## src/rtl/axi_dma_copy_master_if.sv

```systemverilog
// AXI4 master-side channel bundle for the block-copy DMA initiator.
// The master modport is the DMA side; the slave modport is the interconnect/memory side.
`ifndef AXI_ID_BITS
`define AXI_ID_BITS 4
`endif
`ifndef AXI_ADDR_BITS
`define AXI_ADDR_BITS 32
`endif
`ifndef AXI_LEN_BITS
`define AXI_LEN_BITS 4
`endif
`ifndef AXI_DATA_BITS
`define AXI_DATA_BITS 32
`endif
`ifndef AXI_STRB_BITS
`define AXI_STRB_BITS 4
`endif

interface axi_dma_copy_master_if;
    logic [`AXI_ID_BITS-1:0]   ARID_M;
    logic [`AXI_ADDR_BITS-1:0] ARADDR_M;
    logic [`AXI_LEN_BITS-1:0]  ARLEN_M;
    logic [2:0]                ARSIZE_M;
    logic [1:0]                ARBURST_M;
    logic                      ARVALID_M;
    logic                      ARREADY_M;

    logic [`AXI_ID_BITS-1:0]   RID_M;
    logic [`AXI_DATA_BITS-1:0] RDATA_M;
    logic [1:0]                RRESP_M;
    logic                      RLAST_M;
    logic                      RVALID_M;
    logic                      RREADY_M;

    logic [`AXI_ID_BITS-1:0]   AWID_M;
    logic [`AXI_ADDR_BITS-1:0] AWADDR_M;
    logic [`AXI_LEN_BITS-1:0]  AWLEN_M;
    logic [2:0]                AWSIZE_M;
    logic [1:0]                AWBURST_M;
    logic                      AWVALID_M;
    logic                      AWREADY_M;

    logic [`AXI_DATA_BITS-1:0] WDATA_M;
    logic [`AXI_STRB_BITS-1:0] WSTRB_M;
    logic                      WLAST_M;
    logic                      WVALID_M;
    logic                      WREADY_M;

    logic [`AXI_ID_BITS-1:0]   BID_M;
    logic [1:0]                BRESP_M;
    logic                      BVALID_M;
    logic                      BREADY_M;

    modport master (
        output ARID_M, ARADDR_M, ARLEN_M, ARSIZE_M, ARBURST_M, ARVALID_M,
        input  ARREADY_M,
        input  RID_M, RDATA_M, RRESP_M, RLAST_M, RVALID_M,
        output RREADY_M,
        output AWID_M, AWADDR_M, AWLEN_M, AWSIZE_M, AWBURST_M, AWVALID_M,
        input  AWREADY_M,
        output WDATA_M, WSTRB_M, WLAST_M, WVALID_M,
        input  WREADY_M,
        input  BID_M, BRESP_M, BVALID_M,
        output BREADY_M
    );

    modport slave (
        input  ARID_M, ARADDR_M, ARLEN_M, ARSIZE_M, ARBURST_M, ARVALID_M,
        output ARREADY_M,
        output RID_M, RDATA_M, RRESP_M, RLAST_M, RVALID_M,
        input  RREADY_M,
        input  AWID_M, AWADDR_M, AWLEN_M, AWSIZE_M, AWBURST_M, AWVALID_M,
        output AWREADY_M,
        input  WDATA_M, WSTRB_M, WLAST_M, WVALID_M,
        output WREADY_M,
        output BID_M, BRESP_M, BVALID_M,
        input  BREADY_M
    );
endinterface

```

## src/rtl/axi_dma_copy_master.sv

```systemverilog
// AXI4 block-copy initiator: reads up to MAX_BURST words per INCR burst into a
// local buffer, then writes them back out as one INCR burst to the destination.
`ifndef AXI_ID_BITS
`define AXI_ID_BITS 4
`endif
`ifndef AXI_ADDR_BITS
`define AXI_ADDR_BITS 32
`endif
`ifndef AXI_LEN_BITS
`define AXI_LEN_BITS 4
`endif
`ifndef AXI_DATA_BITS
`define AXI_DATA_BITS 32
`endif
`ifndef AXI_STRB_BITS
`define AXI_STRB_BITS 4
`endif

module axi_dma_copy_master #(
    parameter logic [`AXI_ID_BITS-1:0] ID = '0,
    parameter int MAX_BURST = 16
) (
    input  logic                      ACLK,
    input  logic                      ARESETn,
    input  logic                      start,
    input  logic [`AXI_ADDR_BITS-1:0] src_addr,
    input  logic [`AXI_ADDR_BITS-1:0] dst_addr,
    input  logic [15:0]               len_words,
    output logic                      busy,
    output logic                      done,
    output logic                      error,
    axi_dma_copy_master_if.master     m
);
    localparam int AW = `AXI_ADDR_BITS;
    localparam int LW = `AXI_LEN_BITS;
    localparam int DW = `AXI_DATA_BITS;
    localparam int BW = LW + 1;
    localparam int IW = (MAX_BURST > 1) ? $clog2(MAX_BURST) : 1;

    typedef enum logic [2:0] {IDLE, RD_ADDR, RD_DATA, WR_ADDR, WR_DATA, WR_RESP, DONE} state_t;
    state_t state_q, state_d;

    logic [AW-1:0] src_q, dst_q;
    logic [15:0]   rem_q;
    logic [IW-1:0] beat_q;
    logic          gap_q, rd_err_q, error_q;
    logic [DW-1:0] buf_q [2**IW];

    logic [BW-1:0] beats, beats_m1;
    logic          last_beat, ar_hs, r_hs, aw_hs, w_hs, b_hs, r_bad;
    logic          unused_bits;

    assign beats     = (rem_q >= 16'(MAX_BURST)) ? BW'(MAX_BURST) : rem_q[BW-1:0];
    assign beats_m1  = beats - BW'(1);
    assign last_beat = ({{(BW-IW){1'b0}}, beat_q} == beats_m1);

    assign ar_hs = m.ARVALID_M & m.ARREADY_M;
    assign r_hs  = m.RVALID_M  & m.RREADY_M;
    assign aw_hs = m.AWVALID_M & m.AWREADY_M;
    assign w_hs  = m.WVALID_M  & m.WREADY_M;
    assign b_hs  = m.BVALID_M  & m.BREADY_M;
    assign r_bad = (m.RRESP_M != 2'b00) || (m.RLAST_M != last_beat);

    assign unused_bits = ^{m.RID_M, m.BID_M, src_addr[1:0], dst_addr[1:0]};

    // Payloads are zeroed whenever their VALID is low so reset leaves the bus quiet.
    assign m.ARID_M    = ID;
    assign m.ARSIZE_M  = 3'b010;
    assign m.ARBURST_M = 2'b01;
    assign m.ARVALID_M = (state_q == RD_ADDR);
    assign m.ARADDR_M  = m.ARVALID_M ? src_q : '0;
    assign m.ARLEN_M   = m.ARVALID_M ? beats_m1[LW-1:0] : '0;
    assign m.RREADY_M  = (state_q == RD_DATA);

    assign m.AWID_M    = ID;
    assign m.AWSIZE_M  = 3'b010;
    assign m.AWBURST_M = 2'b01;
    assign m.AWVALID_M = (state_q == WR_ADDR) && !gap_q;
    assign m.AWADDR_M  = m.AWVALID_M ? dst_q : '0;
    assign m.AWLEN_M   = m.AWVALID_M ? beats_m1[LW-1:0] : '0;

    assign m.WVALID_M  = (state_q == WR_DATA) && !gap_q;
    assign m.WDATA_M   = m.WVALID_M ? buf_q[beat_q] : '0;
    assign m.WSTRB_M   = m.WVALID_M ? '1 : '0;
    assign m.WLAST_M   = m.WVALID_M && last_beat;
    assign m.BREADY_M  = (state_q == WR_RESP);

    assign busy  = (state_q != IDLE) && (state_q != DONE);
    assign done  = (state_q == DONE);
    assign error = error_q;

    always_comb begin
        state_d = state_q;
        unique case (state_q)
            IDLE:    if (start) state_d = (len_words == '0) ? DONE : RD_ADDR;
            RD_ADDR: if (ar_hs) state_d = RD_DATA;
            RD_DATA: if (r_hs && last_beat) state_d = (rd_err_q || r_bad) ? DONE : WR_ADDR;
            WR_ADDR: if (aw_hs) state_d = WR_DATA;
            WR_DATA: if (w_hs && last_beat) state_d = WR_RESP;
            WR_RESP: if (b_hs) state_d = ((m.BRESP_M != 2'b00) || (rem_q == 16'(beats))) ? DONE : RD_ADDR;
            DONE:    state_d = IDLE;
            default: state_d = IDLE;
        endcase
    end

    always_ff @(posedge ACLK or negedge ARESETn) begin
        if (!ARESETn) begin
            state_q  <= IDLE;
            src_q    <= '0;
            dst_q    <= '0;
            rem_q    <= '0;
            beat_q   <= '0;
            gap_q    <= 1'b0;
            rd_err_q <= 1'b0;
            error_q  <= 1'b0;
        end else begin
            state_q <= state_d;
            // One dead cycle on entry to WR_ADDR and WR_DATA keeps the bubble the slaves expect.
            gap_q   <= (state_d != state_q) && ((state_d == WR_ADDR) || (state_d == WR_DATA));
            if (state_q == IDLE && start) begin
                src_q   <= {src_addr[AW-1:2], 2'b00};
                dst_q   <= {dst_addr[AW-1:2], 2'b00};
                rem_q   <= len_words;
                error_q <= 1'b0;
            end
            if (ar_hs) begin
                beat_q   <= '0;
                rd_err_q <= 1'b0;
            end
            if (r_hs) begin
                beat_q <= beat_q + IW'(1);
                if (r_bad) begin
                    rd_err_q <= 1'b1;
                    error_q  <= 1'b1;
                end
            end
            if (aw_hs) beat_q <= '0;
            if (w_hs)  beat_q <= beat_q + IW'(1);
            if (b_hs) begin
                if (m.BRESP_M != 2'b00) begin
                    error_q <= 1'b1;
                end else begin
                    src_q <= src_q + AW'({beats, 2'b00});
                    dst_q <= dst_q + AW'({beats, 2'b00});
                    rem_q <= rem_q - 16'(beats);
                end
            end
        end
    end

    always_ff @(posedge ACLK) begin
        if (r_hs) buf_q[beat_q] <= m.RDATA_M;
    end
endmodule
```

## src/flat_wrapper.sv

```systemverilog
// flat-port wrapper written by rule: the top's interface ports become plain ports
module axi_dma_copy_master_flat 
#(
    parameter logic [`AXI_ID_BITS-1:0] ID = '0,
    parameter int MAX_BURST = 16
)
  (ACLK, ARESETn, start, src_addr, dst_addr, len_words, busy, done, error, m_ARID_M, m_ARADDR_M, m_ARLEN_M, m_ARSIZE_M, m_ARBURST_M, m_ARVALID_M, m_ARREADY_M, m_RID_M, m_RDATA_M, m_RRESP_M, m_RLAST_M, m_RVALID_M, m_RREADY_M, m_AWID_M, m_AWADDR_M, m_AWLEN_M, m_AWSIZE_M, m_AWBURST_M, m_AWVALID_M, m_AWREADY_M, m_WDATA_M, m_WSTRB_M, m_WLAST_M, m_WVALID_M, m_WREADY_M, m_BID_M, m_BRESP_M, m_BVALID_M, m_BREADY_M);
  axi_dma_copy_master_if m_i ();
  input  logic ACLK;
  input  logic ARESETn;
  input  logic start;
  input  logic [`AXI_ADDR_BITS-1:0] src_addr;
  input  logic [`AXI_ADDR_BITS-1:0] dst_addr;
  input  logic [15:0] len_words;
  output logic busy;
  output logic done;
  output logic error;
  output wire logic [$bits(m_i.ARID_M)-1:0] m_ARID_M;
  output wire logic [$bits(m_i.ARADDR_M)-1:0] m_ARADDR_M;
  output wire logic [$bits(m_i.ARLEN_M)-1:0] m_ARLEN_M;
  output wire logic [$bits(m_i.ARSIZE_M)-1:0] m_ARSIZE_M;
  output wire logic [$bits(m_i.ARBURST_M)-1:0] m_ARBURST_M;
  output wire logic [$bits(m_i.ARVALID_M)-1:0] m_ARVALID_M;
  input wire logic [$bits(m_i.ARREADY_M)-1:0] m_ARREADY_M;
  input wire logic [$bits(m_i.RID_M)-1:0] m_RID_M;
  input wire logic [$bits(m_i.RDATA_M)-1:0] m_RDATA_M;
  input wire logic [$bits(m_i.RRESP_M)-1:0] m_RRESP_M;
  input wire logic [$bits(m_i.RLAST_M)-1:0] m_RLAST_M;
  input wire logic [$bits(m_i.RVALID_M)-1:0] m_RVALID_M;
  output wire logic [$bits(m_i.RREADY_M)-1:0] m_RREADY_M;
  output wire logic [$bits(m_i.AWID_M)-1:0] m_AWID_M;
  output wire logic [$bits(m_i.AWADDR_M)-1:0] m_AWADDR_M;
  output wire logic [$bits(m_i.AWLEN_M)-1:0] m_AWLEN_M;
  output wire logic [$bits(m_i.AWSIZE_M)-1:0] m_AWSIZE_M;
  output wire logic [$bits(m_i.AWBURST_M)-1:0] m_AWBURST_M;
  output wire logic [$bits(m_i.AWVALID_M)-1:0] m_AWVALID_M;
  input wire logic [$bits(m_i.AWREADY_M)-1:0] m_AWREADY_M;
  output wire logic [$bits(m_i.WDATA_M)-1:0] m_WDATA_M;
  output wire logic [$bits(m_i.WSTRB_M)-1:0] m_WSTRB_M;
  output wire logic [$bits(m_i.WLAST_M)-1:0] m_WLAST_M;
  output wire logic [$bits(m_i.WVALID_M)-1:0] m_WVALID_M;
  input wire logic [$bits(m_i.WREADY_M)-1:0] m_WREADY_M;
  input wire logic [$bits(m_i.BID_M)-1:0] m_BID_M;
  input wire logic [$bits(m_i.BRESP_M)-1:0] m_BRESP_M;
  input wire logic [$bits(m_i.BVALID_M)-1:0] m_BVALID_M;
  output wire logic [$bits(m_i.BREADY_M)-1:0] m_BREADY_M;
  assign m_ARID_M = m_i.ARID_M;
  assign m_ARADDR_M = m_i.ARADDR_M;
  assign m_ARLEN_M = m_i.ARLEN_M;
  assign m_ARSIZE_M = m_i.ARSIZE_M;
  assign m_ARBURST_M = m_i.ARBURST_M;
  assign m_ARVALID_M = m_i.ARVALID_M;
  assign m_i.ARREADY_M = m_ARREADY_M;
  assign m_i.RID_M = m_RID_M;
  assign m_i.RDATA_M = m_RDATA_M;
  assign m_i.RRESP_M = m_RRESP_M;
  assign m_i.RLAST_M = m_RLAST_M;
  assign m_i.RVALID_M = m_RVALID_M;
  assign m_RREADY_M = m_i.RREADY_M;
  assign m_AWID_M = m_i.AWID_M;
  assign m_AWADDR_M = m_i.AWADDR_M;
  assign m_AWLEN_M = m_i.AWLEN_M;
  assign m_AWSIZE_M = m_i.AWSIZE_M;
  assign m_AWBURST_M = m_i.AWBURST_M;
  assign m_AWVALID_M = m_i.AWVALID_M;
  assign m_i.AWREADY_M = m_AWREADY_M;
  assign m_WDATA_M = m_i.WDATA_M;
  assign m_WSTRB_M = m_i.WSTRB_M;
  assign m_WLAST_M = m_i.WLAST_M;
  assign m_WVALID_M = m_i.WVALID_M;
  assign m_i.WREADY_M = m_WREADY_M;
  assign m_i.BID_M = m_BID_M;
  assign m_i.BRESP_M = m_BRESP_M;
  assign m_i.BVALID_M = m_BVALID_M;
  assign m_BREADY_M = m_i.BREADY_M;
  axi_dma_copy_master #(.ID(ID), .MAX_BURST(MAX_BURST)) u_core (.ACLK(ACLK), .ARESETn(ARESETn), .start(start), .src_addr(src_addr), .dst_addr(dst_addr), .len_words(len_words), .busy(busy), .done(done), .error(error), .m(m_i));
endmodule
```

## config.mk

```make
export PLATFORM = sky130hd
export DESIGN_NAME = axi_dma_copy_master_flat
export DESIGN_NICKNAME = d
export VERILOG_FILES = /design/src/rtl/axi_dma_copy_master_if.sv /design/src/rtl/axi_dma_copy_master.sv /design/src/flat_wrapper.sv
export SDC_FILE = /design/constraint.sdc
export NUM_CORES = 1
export LEC_CHECK = 0
export ABC_CLOCK_PERIOD_IN_PS = 5100
export BUFFER_PORTS_ARGS = -buffer_cell sky130_fd_sc_hd__buf_2
export CAP_MARGIN = 20
export CORE_ASPECT_RATIO = 2
export CORE_MARGIN = 1.5
export CORE_UTILIZATION = 55
export CTS_CLUSTER_SIZE = 28
export DETAILED_ROUTE_END_ITERATION = 8
export GPL_TIMING_DRIVEN = 0
export PLACE_DENSITY = 0.75
export SLEW_MARGIN = 20
export SYNTH_ARGS = -nofsm -noshare
export SYNTH_HDL_FRONTEND = slang
export SYNTH_SLANG_ARGS = --single-unit
```

## constraint.sdc

```tcl
create_clock -name ACLK -period 5.1 [get_ports ACLK]
set_clock_uncertainty 0.05 [all_clocks]
set_input_delay 0.765 -clock ACLK [delete_from_list [all_inputs] [get_ports ACLK]]
set_output_delay 0.765 -clock ACLK [all_outputs]
set_load 0.01 [all_outputs]
```

Yosys cells after proc, flatten, opt, wreduce, memory -nomap -nowiden
Memories as Yosys holds them, arrays and structs flattened.
Index checks and enable logic that the tools add are counted.
- register bits: 90
- RAM bits: 512
- output and inout port bits: 135
- memories kept: 1
- memory list (name ; depth ; width ; rd ports ; clocked after Yosys merged registers in ; write ports ; line ; source):
    u_core.buf_q ; 16 ; 32 ; 1 ; 0 ; 1 ; axi_dma_copy_master.sv:47 ; logic [DW-1:0] buf_q [2**IW];
- add/sub/neg operators: 5
- magnitude comparators: 1
- eq/ne operators: 13
- multiplexer cells: 40
- bitwise logic cells: 5
- reductions and logical operators: 19
- operators with widths (kind ; number):
    32-bit 2-to-1 mux ; 9
    32-bit by 7-bit adder with 32-bit output ; 2
    16-bit 2-to-1 mux ; 3
    4-bit 2-to-1 mux ; 7
    3-bit 2-to-1 mux ; 9
    3-bit case mux with 6 select lines ; 1
    16-bit by 5-bit == test with 1-bit output ; 1
    16-bit by 5-bit >= comparator with 1-bit output (second input constant) ; 1
    16-bit logical NOT ; 1
    16-bit by 5-bit subtractor with 16-bit output ; 1
    3-bit == test (second input constant) ; 4
    1-bit 2-to-1 mux ; 10
    3-bit by 2-bit == test with 1-bit output (second input constant) ; 3
    1-bit logical AND ; 8
    1-bit bitwise AND ; 5
    4-bit by 5-bit == test with 1-bit output ; 1
    5-bit 2-to-1 mux ; 1
    5-bit by 1-bit subtractor with 5-bit output (second input constant) ; 1
    4-bit by 1-bit adder with 4-bit output (second input constant) ; 1
    1-bit logical OR ; 4
    2-bit nonzero test ; 2
    4-bit nonzero test ; 1
    3-bit by 1-bit == test with 1-bit output (second input constant) ; 1
    3-bit logical NOT ; 1
    5 further kinds ; 5

Depth between registers and ports, before layout
Gate-level depths: netlist of the first run.
- depth after elaboration: 13
- depth in mapped cells: 16
- gate-level depth less buffers: 13

Least setup slack after synthesis of the first run
OpenSTA, ideal clock, no wires.
- kind: reg-to-reg
- start point: reg u_core.state_q[2]
- end point: mem u_core.buf_q[0][0] (netlist bit), enable pin
- library setup time: 0.461 ns
- data arrival time: 3.670 ns
- required time: 4.589 ns
- setup slack: 0.919 ns
- stages on the path, launching flop included: 7
- path buffers: 2
- cell sequence: dfrtp_1 clkbuf_1 nor3b_1 and2_0 clkbuf_1 nand2_1 nor3_1
- longest elaborated chain between the ends: 4
- ends and longest elaborated chain (what ; line ; source):
    from (decl) ; axi_dma_copy_master.sv:41 ; state_t state_q, state_d;
    from (signal assigned) ; axi_dma_copy_master.sv:117 ; state_q <= state_d;
    3-bit by 2-bit == test with 1-bit output ; axi_dma_copy_master.sv:73 ; assign m.RREADY_M = (state_q == RD_DATA);
    named net m_RREADY_M ; flat_wrapper.sv:30 ; output wire logic [$bits(m_i.RREADY_M)-1:0] m_RREADY_M;
    1-bit bitwise AND ; axi_dma_copy_master.sv:58 ; assign r_hs = m.RVALID_M & m.RREADY_M;
    1-bit 2-to-1 mux ; axi_dma_copy_master.sv:152 ; if (r_hs) buf_q[beat_q] <= m.RDATA_M;
    1-bit 2-to-1 mux (implied by the code) ; axi_dma_copy_master.sv:152 ;
    to (decl) ; axi_dma_copy_master.sv:47 ;
The timed path passes the listed nets, and every way through them passes these cells.

Worst setup path after layout of the first run
- start point: reg u_core.rem_q[12]
- end point: out m_WLAST_M
- longest elaborated chain between the ends: 5
- ends and longest elaborated chain (what ; line ; source):
    from (decl) ; axi_dma_copy_master.sv:44 ; logic [15:0] rem_q;
    from (signal assigned) ; axi_dma_copy_master.sv:123 ; rem_q <= len_words;
    from (signal assigned) ; axi_dma_copy_master.sv:145 ; rem_q <= rem_q - 16'(beats);
    16-bit by 5-bit >= comparator with 1-bit output ; axi_dma_copy_master.sv:53 ; assign beats = (rem_q >= 16'(MAX_BURST)) ? BW'(MAX_BURST) : rem_q[BW-1:0];
    5-bit 2-to-1 mux ; axi_dma_copy_master.sv:53 ;
    5-bit by 1-bit subtractor with 5-bit output ; axi_dma_copy_master.sv:54 ; assign beats_m1 = beats - BW'(1);
    4-bit by 5-bit == test with 1-bit output ; axi_dma_copy_master.sv:55 ; assign last_beat = ({{(BW-IW){1'b0}}, beat_q} == beats_m1);
    1-bit logical AND ; axi_dma_copy_master.sv:85 ; assign m.WLAST_M = m.WVALID_M && last_beat;
    to (decl) ; flat_wrapper.sv:40 ; output wire logic [$bits(m_i.WLAST_M)-1:0] m_WLAST_M;
Every way passes these cells.

==> flow_summary.ini, run 1 <==
[status]
status = complete, no violations

[final_layout]
design_area_mm2 = 0.0306
finalNonFillerCells = 2606
final_util_pct = 65.3
syn_to_final_growth_pct = 16.7
nNetsFinal = 2082
final_cell_mix = edfxtp_1, buf_2, mux4_2
final_common_cell = edfxtp_1
drive_gt1_share_pct = 31.0

[setup_path]
worstSetupStartpointType = register
required_ns = 4.28
crit_cells = 12
cp-end-kind = output port
r2r_setup_slack_ns = 0.52
worstSetupStartpoint = u_core.rem_q[12]
crit_family = simple AND/OR/NAND/NOR gates
critPathMaxStageDelay_ns = 0.53
reg2reg_to = u_core.dst_q[14]
cp_max_fo = 8
path_buf_inv = 2
ff2ff_path_depth = 14
worstPathArrival_ns = 4.16
slowest_stage = or4_1
cp_cell_sequence = or4_1 -> buf_2 -> nor3_4 -> nand2_1 -> ha_1 -> or4_1 -> a21o_1 -> a31oi_1 -> a22oi_2 -> nor2_2 -> and2_2 -> buf_2
r2r-start = u_core.rem_q[12]
setup.worst_path.class = register to output port

[die]
die_w_um = 157
core_area_mm2 = 0.0468
initial_core_util_pct = 55.9
num_rows = 112
io_pins = 268
dieArea_mm2 = 0.0490
dieHeight_um = 312

[global_route]
grtUsageMet3_pct = 5.37
antenna_found_initial = 7
grt_pass1_wl_um = 108000
grt_max_degree = 73
grt_pass1_vias = 16999
grt_use_met2_pct = 53.2
met1_usage_pct = 34.2
grt-ovfl-total = 0
track_usage_pct = 30.8
busiest_layer = met2

[cts]
cts-htree-levels = 2
cts_sinks = 602
insertion_delay_ns = 0.60
clk_path_buf_depth = 3
cts_buffers = 50
cts_tree = yes
path_clk_slew_ns = 0.07
cts_root_buf = clkbuf_16

[power]
leakagePower_uw = 0.0108
ir_drop_v = 0.000315
power_uw = 14700
power.density_mw_per_mm2 = 481

[synth]
synth_xor_area_share_pct = 0.554
post-synth-top-area-cell = edfxtp_1
synth_compound_area_share_pct = 5.83
synthArstFlopShare_pct = 15.0
synth-edff-count = 512
synth_flop_cell = edfxtp_1
synth_cell_types = 85
synthSimpleGateAreaFrac_pct = 8.91
synth_area_mm2 = 0.0262
synthAdderAreaFrac_pct = 0.903
ys_top_cells_by_area = edfxtp_1, mux4_2, dfrtp_1, and2_1, nor2_1
syn-instance-count = 1583
syn_avg_cell_area_um2 = 16.5
yosysSeqAreaShare_pct = 67.3
synth_top_family_by_area = multiplexers
ys_ff_latch = 602
post-synth-top-area-fraction_pct = 58.7
muxShareOfSynthArea_pct = 14.0
ys_warn_count = 0

[placed_design]
dpl_cell_area_mm2 = 0.0288
placed_cells = 2501
port-buffer-count = 237
dp_hpwl_um = 51700
gp_congestion = 0.984

[worst_hold_path]
hold_path_depth = 2
min_from = src_addr[10]
min_path_type = input pin to register
holdPathEnd = u_core.src_q[10]

[routing]
ant_nets = 0
drtIter0Drc = 1528
wirelength_um = 74000
drt_pass1_iterations = 6
vias = 16603
drc = 0
vias_per_cell = 6.37
wl_per_cell_um = 28.4

[job]
maxCapViolations = 0

[timing]
rsz0062_at_grt = false
worst_pin_slew_ns = 1.10
fmaxAchievable_ghz = 0.201
finalSetupViolCount = 0
hold_violations = 0
whs_ns = 0.327
final-max-slew-violation-count = 0
fin_crit_ns = 4.97
slew_headroom_pct = 26.5
period_share_pct = 97.5
[per-layer routing]
metal | vias to the layer above | wire length, um | share of wire, %
met5 | - | 22 | 0.030
met3 | 264 | 5870 | 7.9
met2 | 963 | 38500 | 52
met1 | 8334 | 24200 | 33
li1 | 7038 | - | -
met4 | 4 | 5470 | 7.4
[metrics by stage]
step                      setup WS, ns  setup TNS (ns)
after detailed placement         0.566               0
after global routing           0.00764               0
after CTS                       0.0440               0
after global placement           -2.22         -293.58
final                            0.126               0
after floorplan                  0.919               0
[state kept, by name, indices dropped and copies added, names as in the netlist]
name	cells
u_core.buf_q	512
u_core.dst_q	32
u_core.src_q	32
u_core.rem_q	16
u_core.beat_q	4
u_core.state_q	3
u_core.error	1
u_core.gap_q	1
u_core.rd_err_q	1
[report_power, final]
part	internal, uW	total [uW]	switching [uW]
sequential	5790	6220	431
combinational	1950	4610	2660
clock	2090	3850	1760
total	9830	14700	4850
[layout make-up]
type	instances	area, um2
Tap cell	627	785
Clock buffer	55	1290
Fill cell	3318	16300
Inverter	21	78.8
Multi-Input combinational cell	858	8110
Sequential cell	602	17600
Antenna cell	6	15.0
Clock inverter	37	338
Buffer	119	577
Timing Repair Buffer	281	1730
[worst register-to-register path: cells and delay by family (launching register included)]
family	cells	cell delay [ns]
buf+inv	3	0.46
fa+ha+maj	2	0.66
compound gates	3	1.11
flops	1	0.43
simple gates	6	1.77
[synthesized netlist by cell type, types with 5 or more instances]
cell / instances
inv_1: 20
nor4_1: 12
xnor2_1: 10
nor3_1: 34
and4_1: 9
o22ai_1: 11
a311oi_1: 29
nand4_1: 16
buf_4: 25
o21a_1: 5
ha_1: 14
a211oi_1: 34
nand2b_1: 10
dfrtp_1: 90
nand2_1: 67
or3_1: 13
and3_1: 47
a31oi_1: 13
nor2_1: 95
mux4_2: 160
clkbuf_1: 80
buf_2: 8
edfxtp_1: 512
o21ai_0: 36
nand3_1: 15
a21oi_1: 30
and2_1: 75
nor3b_1: 5
mux2i_1: 6
[logic make-up (layout without fill, tap and decap cells)]
family / count (synthesis) / count (layout)
other: 2 / 25
AOI/OAI and AO/OA: 212 / 212
xor gates and xnor gates: 14 / 14
and+or+nand+nor: 429 / 429
muxes: 166 / 166
DFF: 602 / 602
adders and majority gates: 18 / 18
buffers and inverters: 140 / 513
[timing repair]
action,CTS,global route
pin swaps,0,1
resized for setup,1,2
hold buffers,1,0
setup buffers,0,5
endpoints found under the setup margin,1,16
endpoints found under the hold margin,18,0
[worst max path at each step]
stage                         endpoint  slack, ns
floorplan           u_core.buf_q[0][0]       0.92
global placement    u_core.buf_q[0][8]      -2.22
detailed placement    u_core.dst_q[14]       0.57
CTS                          m_WLAST_M       0.04
global route                 m_WLAST_M      0.008
finish                       m_WLAST_M       0.13
(Power assumes the default switching activity.)
==> run 2, diff against run 1 <==
--- a/config.mk
+++ b/config.mk
@@ -7,14 +7,14 @@
 export LEC_CHECK = 0
 export ABC_CLOCK_PERIOD_IN_PS = 5100
 export BUFFER_PORTS_ARGS = -buffer_cell sky130_fd_sc_hd__buf_2
-export CAP_MARGIN = 20
 export CORE_ASPECT_RATIO = 2
 export CORE_MARGIN = 1.5
 export CORE_UTILIZATION = 55
-export CTS_CLUSTER_SIZE = 28
+export CTS_CLUSTER_SIZE = 20
 export DETAILED_ROUTE_END_ITERATION = 8
 export GPL_TIMING_DRIVEN = 0
 export PLACE_DENSITY = 0.75
+export RECOVER_POWER = 25
 export SLEW_MARGIN = 20
 export SYNTH_ARGS = -nofsm -noshare
 export SYNTH_HDL_FRONTEND = slang
==> run 2 against run 1 <==
  * Worst setup slack worse by 0.022 ns
  * Global-route usage rose by 1.1 points
  * Register-to-register slack got worse by 0.11 ns
==> flow_summary.ini, run 2 (synthesis gave the netlist of run 1 again) <==
[timing]
final-max-slew-violation-count = 0
slew_headroom_pct = 26.2
finalSetupViolCount = 0
fmaxAchievable_ghz = 0.200
rsz0062_at_grt = false
hold_violations = 0
worst_pin_slew_ns = 1.11
period_share_pct = 98.0
fin_crit_ns = 5.00

[setup_path]
crit_family = buffers and inverters
worstSetupStartpointType = register
worstPathArrival_ns = 4.18
cp-end-kind = output port
cp_max_fo = 10
setup.worst_path.class = register to output port
r2r_setup_slack_ns = 0.41
critPathMaxStageDelay_ns = 0.83
slowest_stage = clkbuf_1
path_buf_inv = 4
required_ns = 4.28
cpMostUsedCell = clkbuf_1
cp_cell_sequence = clkbuf_1 -> clkbuf_1 -> clkbuf_1 -> mux4_2 -> mux4_2 -> and2_1 -> buf_2

[routing]
drtIter0Drc = 1635
drc = 0
drt_pass1_iterations = 7
ant_nets = 0
dr_wl_met2_um = 39600
wl_met1_um = 24800
highest_layer = met5
vias_per_cell = 6.41
vias = 16678
wirelength_um = 76600
route.met3.wl_um = 5920
wl_per_cell_um = 29.4

[final_layout]
largest_reg_flops = 512
final_cell_mix = edfxtp_1, buf_2, mux4_2
design_area_mm2 = 0.0307
top_register = u_core.buf_q
final_common_cell = edfxtp_1
fillers = 3303
seq_area_mm2 = 0.0176
nNetsFinal = 2079
multiInputGateArea_mm2 = 0.00811
syn_to_final_growth_pct = 17.1
reg.largest.list = u_core.buf_q x512, u_core.dst_q x32, u_core.src_q x32
drive_gt1_share_pct = 29.6
final_util_pct = 65.5

[placed_design]
dpl_cell_area_mm2 = 0.0288
gp_congestion = 0.984
port-buffer-count = 237
dp_hpwl_um = 51700

[power]
combPwrFrac_pct = 30.7
internal_power_uw = 10200
clockPowerShare_pct = 28.1
netSwitchingFraction_pct = 32.7
power.density_mw_per_mm2 = 492
leakagePower_uw = 0.0108
power_frac_seq_pct = 41.2
switchingPower_uw = 4930
ir_drop_v = 0.000368

[die]
core_area_mm2 = 0.0468
io_pins = 268
die_w_um = 157
num_rows = 112
dieHeight_um = 312
initial_core_util_pct = 55.9
dieArea_mm2 = 0.0490

[global_route]
track_usage_pct = 31.9
grt-ovfl-total = 0
antenna_found_initial = 4
grt_pass1_wl_um = 111000
grt_max_degree = 73
grt_pass1_vias = 17359

[cts]
cts_root_buf = clkbuf_16
cts_buffers = 50
clk_path_buf_depth = 3
insertion_delay_ns = 0.60
path_clk_slew_ns = 0.07
cts_sinks = 602
cts-htree-levels = 2
cts_tree = yes

[job]
maxCapViolations = 0

[worst_hold_path]
min_path_type = input pin to register

[status]
status = complete, no violations
-- run 2: worst paths after layout --
path / end / cells after the start / startpoint
max: m_WDATA_M[20] / 7 / u_core.beat_q[1]
min: u_core.dst_q[10] / 3 / dst_addr[10]
max reg2reg: u_core.dst_q[20] / 16 / u_core.rem_q[14]
min reg2reg: u_core.dst_q[1] / 1 / u_core.dst_q[1]
max in group asynchronous: u_core.dst_q[29] / 3 / ARESETn
min in group asynchronous: u_core.src_q[25] / 2 / ARESETn
-- run 2: worst register-to-register path, delay by kind of cell (launching register included) --
kind	cells	cell delay [ns]
AOI/OAI and AO/OA	3	1.10
adders and majority gates	2	0.65
buffers and inverters	5	0.81
DFF	1	0.43
and+or+nand+nor	6	1.55
-- run 2: timing repair --
item,4_1_cts,5_1_grt
resized for setup,1,3
endpoints found under the hold margin,18,0
endpoints found under the setup margin,1,15
pin swaps,0,1
buffers inserted,0,4
hold buffers,1,0
-- run 2: final cells by class --
cell class	count	area share, %
diodes	5	0.0408
plain buffers	119	1.89
clock buffers	58	4.18
clock inverters	34	1.67
inverters	21	0.257
multi-input cells	858	26.5
flip-flops and latches	602	57.5
well taps	627	2.56
repair buffers	278	5.47
-- run 2: power by group through the flow --
| stage | clock (uW) | combinational, uW | sequential (uW) |
|---|---|---|---|
| 2_1_floorplan | 0 | 3000 | 6170 |
| 3_3_place_gp | 0 | 4370 | 6290 |
| 3_5_place_dp | 0 | 4550 | 6300 |
| 4_1_cts | 4280 | 4620 | 6200 |
| 5_1_grt | 4430 | 4940 | 6270 |
| 6_report | 4240 | 4640 | 6220 |
-- run 2: through the flow --
step	hold slack, ns	power (uW)	setup WS, ns	std cells	setup TNS [ns]
2_1_floorplan	0.394	9160	0.919	1600	0
3_3_place_gp	0.411	10700	-2.22	2464	-293.58
3_5_place_dp	0.413	10900	0.558	2500	0
4_1_cts	0.302	15100	0.0431	2593	0
5_1_grt	0.323	15600	0.00657	2600	0
6_report	0.317	15100	0.104	2602	0
-- run 2: metal layers --
metal  track usage [%]  vias to the layer above
met5                 0                        -
met4              23.7                        2
met2              55.2                     1029
met3              5.23                      316
met1              34.8                     8301
li1                  -                     7030
==> run 3, diff against run 2 <==
--- a/config.mk
+++ b/config.mk
@@ -9,11 +9,11 @@
 export BUFFER_PORTS_ARGS = -buffer_cell sky130_fd_sc_hd__buf_2
 export CORE_ASPECT_RATIO = 2
 export CORE_MARGIN = 1.5
-export CORE_UTILIZATION = 55
+export CORE_UTILIZATION = 59
 export CTS_CLUSTER_SIZE = 20
 export DETAILED_ROUTE_END_ITERATION = 8
 export GPL_TIMING_DRIVEN = 0
-export PLACE_DENSITY = 0.75
+export PLACE_DENSITY = 0.8
 export RECOVER_POWER = 25
 export SLEW_MARGIN = 20
 export SYNTH_ARGS = -nofsm -noshare
==> run 3 against run 2 <==
  * Core utilization up 3.5 points
  * Sequential power about the same
  * Worst setup slack better by 0.019 ns
  * Clock power down 9.4%
  * Critical path depth unchanged
  * Die area down 6.7%
  * Via count up 1.0%
  * Maximum frequency up 0.38%
  * Final cell count down 3.0%
  * Critical path type unchanged
  * Non-clock buffer count down 3
  * First-iteration DRC count down 1.5%
==> flow_summary.ini, run 3 (synthesis gave the netlist of run 1 again) <==
[timing]
worst_pin_slew_ns = 1.07
tns_ns = 0
fin_crit_ns = 4.98
hold_violations = 0
final-max-slew-violation-count = 0
slew_headroom_pct = 28.8
fmaxAchievable_ghz = 0.201
period_share_pct = 97.6
finalSetupViolCount = 0

[placed_design]
dp_hpwl_um = 51900
gp_congestion = 0.985
port-buffer-count = 237
dpl_cell_area_mm2 = 0.0287

[power]
switchingPower_uw = 4960
combPwrFrac_pct = 31.4
clockPowerShare_pct = 26.1
ir_drop_v = 0.000361
power_frac_seq_pct = 42.5
power.density_mw_per_mm2 = 484
leakagePower_uw = 0.0107
internal_power_uw = 9740
netSwitchingFraction_pct = 33.7

[cts]
cts_tree = yes
path_clk_slew_ns = 0.07
cts-htree-levels = 2
clk_path_buf_depth = 3
cts_sinks = 602
cts_buffers = 50
insertion_delay_ns = 0.59
cts_root_buf = clkbuf_16

[setup_path]
cp-end-kind = output port
worstSetupStartpointType = register
required_ns = 4.28
cp_max_fo = 10
worstPathArrival_ns = 4.16
setup.worst_path.class = register to output port

[die]
dieArea_mm2 = 0.0457
num_rows = 109
die_w_um = 152
core_area_mm2 = 0.0441
io_pins = 268
dieHeight_um = 301
initial_core_util_pct = 59.4

[final_layout]
final_common_cell = edfxtp_1
reg.largest.list = u_core.buf_q x512, u_core.dst_q x32, u_core.src_q x32
nNetsFinal = 2076
drive_gt1_share_pct = 29.8
final_cell_mix = edfxtp_1, buf_2, mux4_2
syn_to_final_growth_pct = 16.1
largest_reg_flops = 512
design_area_mm2 = 0.0304
top_register = u_core.buf_q
fillers = 2929

[routing]
ant_nets = 0
drtIter0Drc = 1610
wirelength_um = 76600
vias_per_cell = 6.67
drc = 0
wl_per_cell_um = 30.4
drt_pass1_iterations = 6
vias = 16853

[job]
maxCapViolations = 0

[global_route]
grt_pass1_vias = 17297
grt-ovfl-total = 0
grt_pass1_wl_um = 111000
grt_max_degree = 73
busiest_layer = met2
met1_usage_pct = 37.7
grtUsageMet3_pct = 4.78
grt_use_met2_pct = 58.6
track_usage_pct = 33.5
antenna_found_initial = 4

[status]
status = complete, no violations

[worst_hold_path]
min_path_type = input pin to register
## run 3: worst max-delay path, cell delays in order, from the launching register on
cell and delay (ns):
dfrtp_1 0.42, clkbuf_1 0.43, buf_1 0.73, buf_2 0.55, mux4_2 0.59, mux4_2 0.52
and2_1 0.18, buf_2 0.13
## run 3: metrics by stage
| stage | cells | hold WS [ns] | setup WS, ns | util [%] | total power (uW) |
|---|---|---|---|---|---|
| floorplan | 1600 | 0.394 | 0.919 | - | 9160 |
| global placement | 2392 | 0.411 | -1.98 | 63.9 | 10600 |
| detailed placement | 2425 | 0.415 | 0.413 | 65.2 | 10800 |
| CTS | 2518 | 0.322 | 0.0537 | 69.0 | 14700 |
| global route | 2525 | 0.330 | -0.0341 | 69.0 | 15200 |
| finish | 2525 | 0.331 | 0.123 | 69.0 | 14700 |
## run 3: repair_timing
action,in CTS,in global routing
pin swaps,0,1
resized for setup,1,1
hold endpoints to repair,18,0
setup endpoints to repair,1,1
hold buffers,1,0
buffers inserted,0,4
## run 3: path summary, 6_finish.rpt
kind                            slack, ns        startpoint  depth (start not counted)               end
max in group asynchronous            3.73           ARESETn                          3  u_core.dst_q[17]
worst max-delay path                 0.12  u_core.beat_q[0]                          7     m_WDATA_M[27]
worst max register to register       0.42  u_core.rem_q[12]                         14  u_core.dst_q[20]
min in group asynchronous            0.53           ARESETn                          2  u_core.src_q[29]
worst min register to register       0.43   u_core.dst_q[0]                          1   u_core.dst_q[0]
worst min-delay path                 0.33      dst_addr[10]                          3  u_core.dst_q[10]
## run 3: layout make-up
cell class                 instances  area, um2  share of cell area [%]
sequential                       602      17600                    58.0
antenna                            3       7.51                  0.0247
buffer                           119        576                    1.89
timing repair buffer             275       1670                    5.50
clock inverter                    37        338                    1.11
multi-input combinational        858       8110                    26.7
tap                              555        694                    2.28
inverter                          21       78.8                   0.259
clock buffer                      55       1290                    4.25
## run 3: power by group through the flow
stage | clock network, uW | registers (uW) | logic, uW
after global routing | 4030 | 6270 | 4900
final | 3840 | 6240 | 4620
after CTS | 3870 | 6210 | 4590
after global placement | 0 | 6300 | 4330
after detailed placement | 0 | 6310 | 4530
after floorplan | 0 | 6170 | 3000
## run 3: metal layers
metal | part of all wire (%) | vias to the layer above
met5 | 0.017 | -
met1 | 33 | 8436
met4 | 7.6 | 2
li1 | - | 7000
met3 | 7.4 | 301
met2 | 52 | 1114
